## src/rtl/spi_pkg.sv

```systemverilog
// Shared SPI definitions: transmitter state encoding, default widths and mode-0 polarity.
package spi_pkg;

  localparam int unsigned DATA_W_DEF = 8;
  localparam int unsigned ADDR_W_DEF = 3;

  // Mode 0: sclk idles low, chip select idles high.
  localparam logic SCLK_IDLE = 1'b0;
  localparam logic CS_IDLE   = 1'b1;

  typedef enum logic [1:0] {
    IDLE  = 2'd0,
    LOAD  = 2'd1,
    SHIFT = 2'd2
  } state_t;

endpackage

```

## src/rtl/spi_sync_edge.sv

```systemverilog
// Two-flop synchronizer for an asynchronous SPI pin, with single-cycle rise/fall pulses.
module spi_sync_edge #(
  parameter logic RST_VAL = 1'b0
) (
  input  logic clk,
  input  logic rst,
  input  logic d,
  output logic level,
  output logic rise_c,
  output logic fall_c
);

  logic meta;
  logic prev;

  // Reset to the pin's idle level so releasing reset never fakes an edge.
  always_ff @(posedge clk or negedge rst) begin
    if (!rst) begin
      meta  <= RST_VAL;
      level <= RST_VAL;
      prev  <= RST_VAL;
    end else begin
      meta  <= d;
      level <= meta;
      prev  <= level;
    end
  end

  assign rise_c = level & ~prev;
  assign fall_c = ~level & prev;

endmodule

```

## src/rtl/spi_slave_tx.sv

```systemverilog
// SPI mode-0 slave transmitter: parallel-loaded byte buffer shifted out MSB-first on miso.
module spi_slave_tx
  import spi_pkg::*;
#(
  parameter int unsigned DATA_W = DATA_W_DEF,
  parameter int unsigned ADDR_W = ADDR_W_DEF
) (
  input  logic              clk,
  input  logic              rst,
  input  logic              wr_en,
  input  logic [ADDR_W-1:0] waddr,
  input  logic [DATA_W-1:0] wdata,
  input  logic              ptr_clr,
  input  logic              sclk,
  input  logic              cs,
  output logic              miso,
  output logic              miso_oe,
  output logic              busy,
  output logic              byte_done,
  output logic [ADDR_W-1:0] rd_ptr
);

  localparam int unsigned DEPTH = 1 << ADDR_W;
  localparam int unsigned CNT_W = (DATA_W > 1) ? $clog2(DATA_W) : 1;
  localparam logic [CNT_W-1:0] CNT_TOP = CNT_W'(DATA_W - 1);

  state_t            state;
  logic [DATA_W-1:0] mem [DEPTH];
  logic [DATA_W-1:0] shreg;
  logic [CNT_W-1:0]  bit_cnt;
  logic [ADDR_W-1:0] rd_nxt;

  logic sclk_lvl, sclk_rise, sclk_fall;
  logic cs_lvl, cs_rise, cs_fall;
  logic unused;

  spi_sync_edge #(.RST_VAL(SCLK_IDLE)) u_sync_sclk (
    .clk    (clk),
    .rst    (rst),
    .d      (sclk),
    .level  (sclk_lvl),
    .rise_c (sclk_rise),
    .fall_c (sclk_fall)
  );

  spi_sync_edge #(.RST_VAL(CS_IDLE)) u_sync_cs (
    .clk    (clk),
    .rst    (rst),
    .d      (cs),
    .level  (cs_lvl),
    .rise_c (cs_rise),
    .fall_c (cs_fall)
  );

  // Master samples on sclk rise, so only the falling edge matters here.
  assign unused = ^{sclk_rise, sclk_lvl, cs_rise};

  assign rd_nxt = rd_ptr + ADDR_W'(1);

  // Byte buffer; nonblocking update gives read-before-write against a same-cycle load.
  always_ff @(posedge clk or negedge rst) begin
    if (!rst) begin
      mem <= '{default: '0};
    end else if (wr_en) begin
      mem[waddr] <= wdata;
    end
  end

  // Transmit control; every output is registered.
  always_ff @(posedge clk or negedge rst) begin
    if (!rst) begin
      state     <= IDLE;
      miso      <= 1'b0;
      miso_oe   <= 1'b0;
      busy      <= 1'b0;
      byte_done <= 1'b0;
      rd_ptr    <= '0;
      shreg     <= '0;
      bit_cnt   <= '0;
    end else begin
      byte_done <= 1'b0;

      if (state == IDLE && ptr_clr) begin
        rd_ptr <= '0;
      end

      if (cs_lvl) begin
        // Deselect aborts any partial byte; rd_ptr is kept so it is resent.
        state   <= IDLE;
        miso    <= 1'b0;
        miso_oe <= 1'b0;
        busy    <= 1'b0;
      end else begin
        case (state)
          IDLE: begin
            if (cs_fall) begin
              state <= LOAD;
              busy  <= 1'b1;
            end
          end

          LOAD: begin
            shreg   <= mem[rd_ptr];
            bit_cnt <= CNT_TOP;
            miso    <= mem[rd_ptr][DATA_W-1];
            miso_oe <= 1'b1;
            state   <= SHIFT;
          end

          SHIFT: begin
            if (sclk_fall) begin
              if (bit_cnt != '0) begin
                shreg   <= {shreg[DATA_W-2:0], 1'b0};
                miso    <= shreg[DATA_W-2];
                bit_cnt <= bit_cnt - CNT_W'(1);
              end else begin
                // Byte boundary: advance and present the next byte's MSB at once.
                byte_done <= 1'b1;
                rd_ptr    <= rd_nxt;
                shreg     <= mem[rd_nxt];
                miso      <= mem[rd_nxt][DATA_W-1];
                bit_cnt   <= CNT_TOP;
              end
            end
          end

          default: begin
            state   <= IDLE;
            miso    <= 1'b0;
            miso_oe <= 1'b0;
            busy    <= 1'b0;
          end
        endcase
      end
    end
  end

endmodule

```

## config.mk

```make
export PLATFORM = sky130hd
export DESIGN_NAME = spi_slave_tx
export DESIGN_NICKNAME = d
export VERILOG_FILES = /design/src/rtl/spi_pkg.sv /design/src/rtl/spi_sync_edge.sv /design/src/rtl/spi_slave_tx.sv
export SDC_FILE = /design/constraint.sdc
export NUM_CORES = 1
export LEC_CHECK = 0
export BUFFER_PORTS_ARGS = -buffer_cell sky130_fd_sc_hd__buf_2
export CAP_MARGIN = 10
export CORE_MARGIN = 5
export CORE_UTILIZATION = 61
export CTS_CLUSTER_SIZE = 14
export DETAILED_ROUTE_END_ITERATION = 8
export PLACE_DENSITY = 0.82
export SYNTH_ARGS = -nofsm -noshare
export SYNTH_HDL_FRONTEND = slang
export SYNTH_SLANG_ARGS = --single-unit
```

## constraint.sdc

```tcl
create_clock -name clk -period 2.5 [get_ports clk]
set_clock_uncertainty 0.1 [all_clocks]
set_input_delay 0.5 -clock clk [delete_from_list [all_inputs] [get_ports clk]]
set_output_delay 0.5 -clock clk [all_outputs]
set_load 0.03 [all_outputs]
```

==> run_summary.xml <==
<?xml version="1.0" encoding="UTF-8"?>
<metrics>
  <group name="outcome">
    <metric name="run_status" unit="">finished, violations left</metric>
    <metric name="violated_checks" unit="">negative hold slack</metric>
  </group>
  <group name="cts">
    <metric name="total_number_of_clock_tree_sinks" unit="">89</metric>
    <metric name="clkTransAtPathRegs" unit="ns">0.10</metric>
    <metric name="post_cts.resized_instances" unit="">0</metric>
    <metric name="clock_path_buffers" unit="">2</metric>
    <metric name="cts_tree" unit="">yes</metric>
    <metric name="post-cts-setup-buffers" unit="">0</metric>
    <metric name="cts_inserted_buffers" unit="">9</metric>
    <metric name="worst_skew_pair.late_latency" unit="ns">0.37</metric>
    <metric name="ctsRootBufferMaster" unit="">sky130_fd_sc_hd__clkbuf_8</metric>
    <metric name="cts_hold_buffers" unit="">0</metric>
    <metric name="htree_num_levels" unit="">3</metric>
  </group>
  <group name="sta">
    <metric name="number_of_setup_violations_in_the_final_report" unit="">0</metric>
    <metric name="tightestPinTransition" unit="ns">0.646</metric>
    <metric name="fmaxAchievable" unit="GHz">0.485</metric>
    <metric name="finalWorstPathRequiredPeriod" unit="ns">2.06</metric>
    <metric name="grt_setup_unrepaired" unit="">false</metric>
    <metric name="maxSlewViolCount" unit="">0</metric>
    <metric name="hold_viol_final" unit="">1</metric>
    <metric name="fin_hold_ws" unit="ns">-0.00303</metric>
    <metric name="finalCritPeriodShare" unit="%">82.5</metric>
    <metric name="setup-tns-final" unit="ns">0</metric>
    <metric name="slew_headroom" unit="%">56.9</metric>
  </group>
  <group name="synth">
    <metric name="synth_fp_nets" unit="">343</metric>
    <metric name="synthCells" unit="">320</metric>
    <metric name="synth_enable_flop_cells" unit="">0</metric>
    <metric name="synth.largest_area_cell" unit="">sky130_fd_sc_hd__dfrtp_1</metric>
    <metric name="synth-main-ff-cell" unit="">sky130_fd_sc_hd__dfrtp_1</metric>
    <metric name="ys_types" unit="">45</metric>
    <metric name="syn-cell-area" unit="um2">4610</metric>
    <metric name="avgSynthCellArea" unit="um2">14.4</metric>
    <metric name="synthDominantCellAreaShare" unit="%">46.7</metric>
    <metric name="synthTopCellsByArea" unit="">sky130_fd_sc_hd__dfrtp_1 47%, sky130_fd_sc_hd__mux2_2 14%, sky130_fd_sc_hd__mux4_2 13%</metric>
    <metric name="yosys_warnings" unit="">0</metric>
    <metric name="synthArstFlopShare" unit="%">100</metric>
    <metric name="synth-seq-cells" unit="">89</metric>
    <metric name="synth_seq_area_share" unit="%">48.4</metric>
  </group>
  <group name="detailed_routing">
    <metric name="via_count" unit="">2869</metric>
    <metric name="detailedRoute.firstIterationViolations" unit="">165</metric>
    <metric name="route.antenna.remaining_nets" unit="">0</metric>
    <metric name="via_per_inst" unit="">6.35</metric>
    <metric name="drt-pass1-iter-count" unit="">4</metric>
    <metric name="drt-wirelength-per-cell" unit="um">20.8</metric>
    <metric name="drc" unit="">0</metric>
    <metric name="total_wire_length" unit="um">9390</metric>
  </group>
  <group name="cells_and_area">
    <metric name="area.growth.synth_to_final" unit="%">9.41</metric>
    <metric name="seq_area" unit="um2">2230</metric>
    <metric name="area_of_the_multi_input_gates" unit="um2">2230</metric>
    <metric name="final_nets" unit="">371</metric>
    <metric name="stdcell_area" unit="um2">5050</metric>
    <metric name="final-instance-count-excl-fill" unit="">452</metric>
    <metric name="layout.cells.most_common_list" unit="">86 x sky130_fd_sc_hd__dfrtp_1, 58 x sky130_fd_sc_hd__mux2_2, 26 x sky130_fd_sc_hd__mux4_2</metric>
    <metric name="finalCoreUtilization" unit="%">69.2</metric>
    <metric name="num_antenna_cells" unit="">0</metric>
    <metric name="mostFrequentLayoutCell" unit="">sky130_fd_sc_hd__dfrtp_1</metric>
    <metric name="fill_cells" unit="">525</metric>
    <metric name="layout-drive-gt1-share" unit="%">41.9</metric>
  </group>
  <group name="die">
    <metric name="core_area" unit="um2">7290</metric>
    <metric name="start_util" unit="%">63.3</metric>
    <metric name="placement_rows" unit="">31</metric>
    <metric name="io_pins" unit="">24</metric>
    <metric name="floorplan.die.height" unit="um">97.0</metric>
    <metric name="floorplan.die_area" unit="um2">9400</metric>
    <metric name="chipWidth" unit="um">97.0</metric>
  </group>
  <group name="grt">
    <metric name="grt_pass1_vias" unit="">2950</metric>
    <metric name="grtUsageTotal" unit="%">21.6</metric>
    <metric name="grt_first_pass_wirelength" unit="um">15900</metric>
    <metric name="grt_max_degree" unit="">50</metric>
    <metric name="grt_overflow_total" unit="">0</metric>
    <metric name="antenna_found_initial" unit="">0</metric>
  </group>
  <group name="critical_path">
    <metric name="worst-r2r-setup-slack" unit="ns">0.46</metric>
    <metric name="timing.rr.start" unit="">rd_ptr[0]</metric>
    <metric name="worst-path-buf-inv" unit="">1</metric>
    <metric name="end_kind" unit="">primary output</metric>
    <metric name="start_kind" unit="">flop</metric>
    <metric name="crit_family" unit="">flip-flops</metric>
    <metric name="crit_path_start" unit="">rd_ptr[2]</metric>
    <metric name="worstSetupPathType" unit="">reg -&gt; out</metric>
    <metric name="rr_endpoint" unit="">shreg[0]</metric>
    <metric name="reg2regPathDepth" unit="">6</metric>
    <metric name="critical_path.max_fanout" unit="">16</metric>
    <metric name="crit_arrival" unit="ns">1.46</metric>
    <metric name="cp_peak_stage_delay" unit="ns">0.77</metric>
    <metric name="slowest_stage" unit="">sky130_fd_sc_hd__dfrtp_1</metric>
    <metric name="cp.required" unit="ns">1.90</metric>
    <metric name="crit_path_cell_trace" unit="">buf_2</metric>
  </group>
  <group name="power_and_ir_drop">
    <metric name="fin_total_pwr" unit="mW">3.62</metric>
    <metric name="seq_power_share" unit="%">54.6</metric>
    <metric name="power.leakage" unit="nW">2.11</metric>
    <metric name="power.combinational.fraction" unit="%">19.9</metric>
    <metric name="power.ir.vdd_worst" unit="mV">0.398</metric>
    <metric name="switching_share" unit="%">29.5</metric>
    <metric name="power_density" unit="nW/um2">718</metric>
    <metric name="power.internal" unit="mW">2.55</metric>
    <metric name="p_sw" unit="mW">1.07</metric>
    <metric name="clock_power_share" unit="%">25.5</metric>
  </group>
  <group name="placed_design">
    <metric name="dp_hpwl" unit="um">6440</metric>
    <metric name="placed_area" unit="um2">4860</metric>
    <metric name="dp.cells" unit="">436</metric>
    <metric name="gp_congestion" unit="">0.804</metric>
    <metric name="io_buffer_count" unit="">23</metric>
  </group>
  <group name="job">
    <metric name="timing.max_cap.violations" unit="">0</metric>
  </group>
  <group name="worst_hold_path">
    <metric name="min-delay-path-class" unit="">in -&gt; async</metric>
  </group>
</metrics>
[stage by stage]
step	hold WS, ns	setup slack (ns)
after floorplan	0.104	0.502
after global placement	0.235	0.568
after detailed placement	0.236	0.505
after CTS	0.0110	0.449
after global routing	0.0271	0.381
final	-0.00303	0.439
[routing by layer]
metal | GRT usage, % | share of wire, %
met3 | 4.89 | 4.6
met5 | 0 | 0
met2 | 33.5 | 50
met4 | 6.91 | 2.0
met1 | 30.4 | 44
[synth_stat cells, types with 2 or more instances]
cell type / number
sky130_fd_sc_hd__mux2_2: 58
sky130_fd_sc_hd__nand4b_1: 3
sky130_fd_sc_hd__a21oi_1: 10
sky130_fd_sc_hd__nor2_1: 11
sky130_fd_sc_hd__mux4_1: 5
sky130_fd_sc_hd__buf_2: 9
sky130_fd_sc_hd__a22oi_1: 7
sky130_fd_sc_hd__nor2b_1: 2
sky130_fd_sc_hd__inv_1: 9
sky130_fd_sc_hd__dfrtp_1: 86
sky130_fd_sc_hd__clkbuf_1: 6
sky130_fd_sc_hd__and2_1: 2
sky130_fd_sc_hd__nor3b_1: 2
sky130_fd_sc_hd__mux4_2: 26
sky130_fd_sc_hd__o21ai_1: 2
sky130_fd_sc_hd__or2_1: 6
sky130_fd_sc_hd__mux2i_1: 12
sky130_fd_sc_hd__a221oi_2: 2
sky130_fd_sc_hd__dfstp_2: 3
sky130_fd_sc_hd__o21ai_0: 6
sky130_fd_sc_hd__mux2_1: 7
sky130_fd_sc_hd__nand2_1: 6
sky130_fd_sc_hd__nand3_1: 2
sky130_fd_sc_hd__nand2b_1: 2
sky130_fd_sc_hd__buf_6: 4
sky130_fd_sc_hd__ha_1: 6
sky130_fd_sc_hd__a31oi_1: 7
sky130_fd_sc_hd__nor3b_4: 2
[sequential cells by signal (all words and copies together), names as in the netlist]
register	flops
state	2
mem	64
u_sync_sclk.meta	1
miso_oe	1
u_sync_sclk.level	1
rd_ptr	3
bit_cnt	3
busy	1
u_sync_cs.level	1
u_sync_cs.prev	1
shreg	7
u_sync_cs.meta	1
miso	1
u_sync_sclk.prev	1
byte_done	1
[cells by family after synthesis]
group           count (synthesis)  share of synthesized area, %
mux                           108                          34.0
xor+xnor                        1                         0.190
compound gates                 39                          5.67
flops                          89                          48.4
fa+ha+maj                       6                          1.63
simple gates                   48                          6.81
buf+inv                        29                          3.34
[area by class of cell]
class / instances / area share [%]
Sequential cell: 89 / 44.2
Clock inverter: 7 / 1.17
Timing Repair Buffer: 37 / 4.91
Tap cell: 99 / 2.45
Multi-Input combinational cell: 202 / 44.1
Clock buffer: 9 / 2.45
Inverter: 9 / 0.669
[worst max-delay path by stage]
stage | end | slack [ns] | cells past startpoint
detailed placement | shreg[0] | 0.50 | 6
finish | rd_ptr[2] | 0.44 | 1
floorplan | shreg[4] | 0.50 | 6
global placement | shreg[0] | 0.57 | 6
global route | rd_ptr[2] | 0.38 | 1
CTS | rd_ptr[2] | 0.45 | 1
[power by group through the flow]
stage | logic, mW | registers, mW | clock network (mW)
6_report | 0.722 | 1.98 | 0.924
5_1_grt | 0.801 | 2.01 | 1.00
4_1_cts | 0.730 | 1.97 | 0.941
3_5_place_dp | 0.725 | 2.00 | 0
3_3_place_gp | 0.687 | 1.98 | 0
2_1_floorplan | 0.564 | 1.91 | 0
Note: power is estimated with default switching activity, not from simulation.
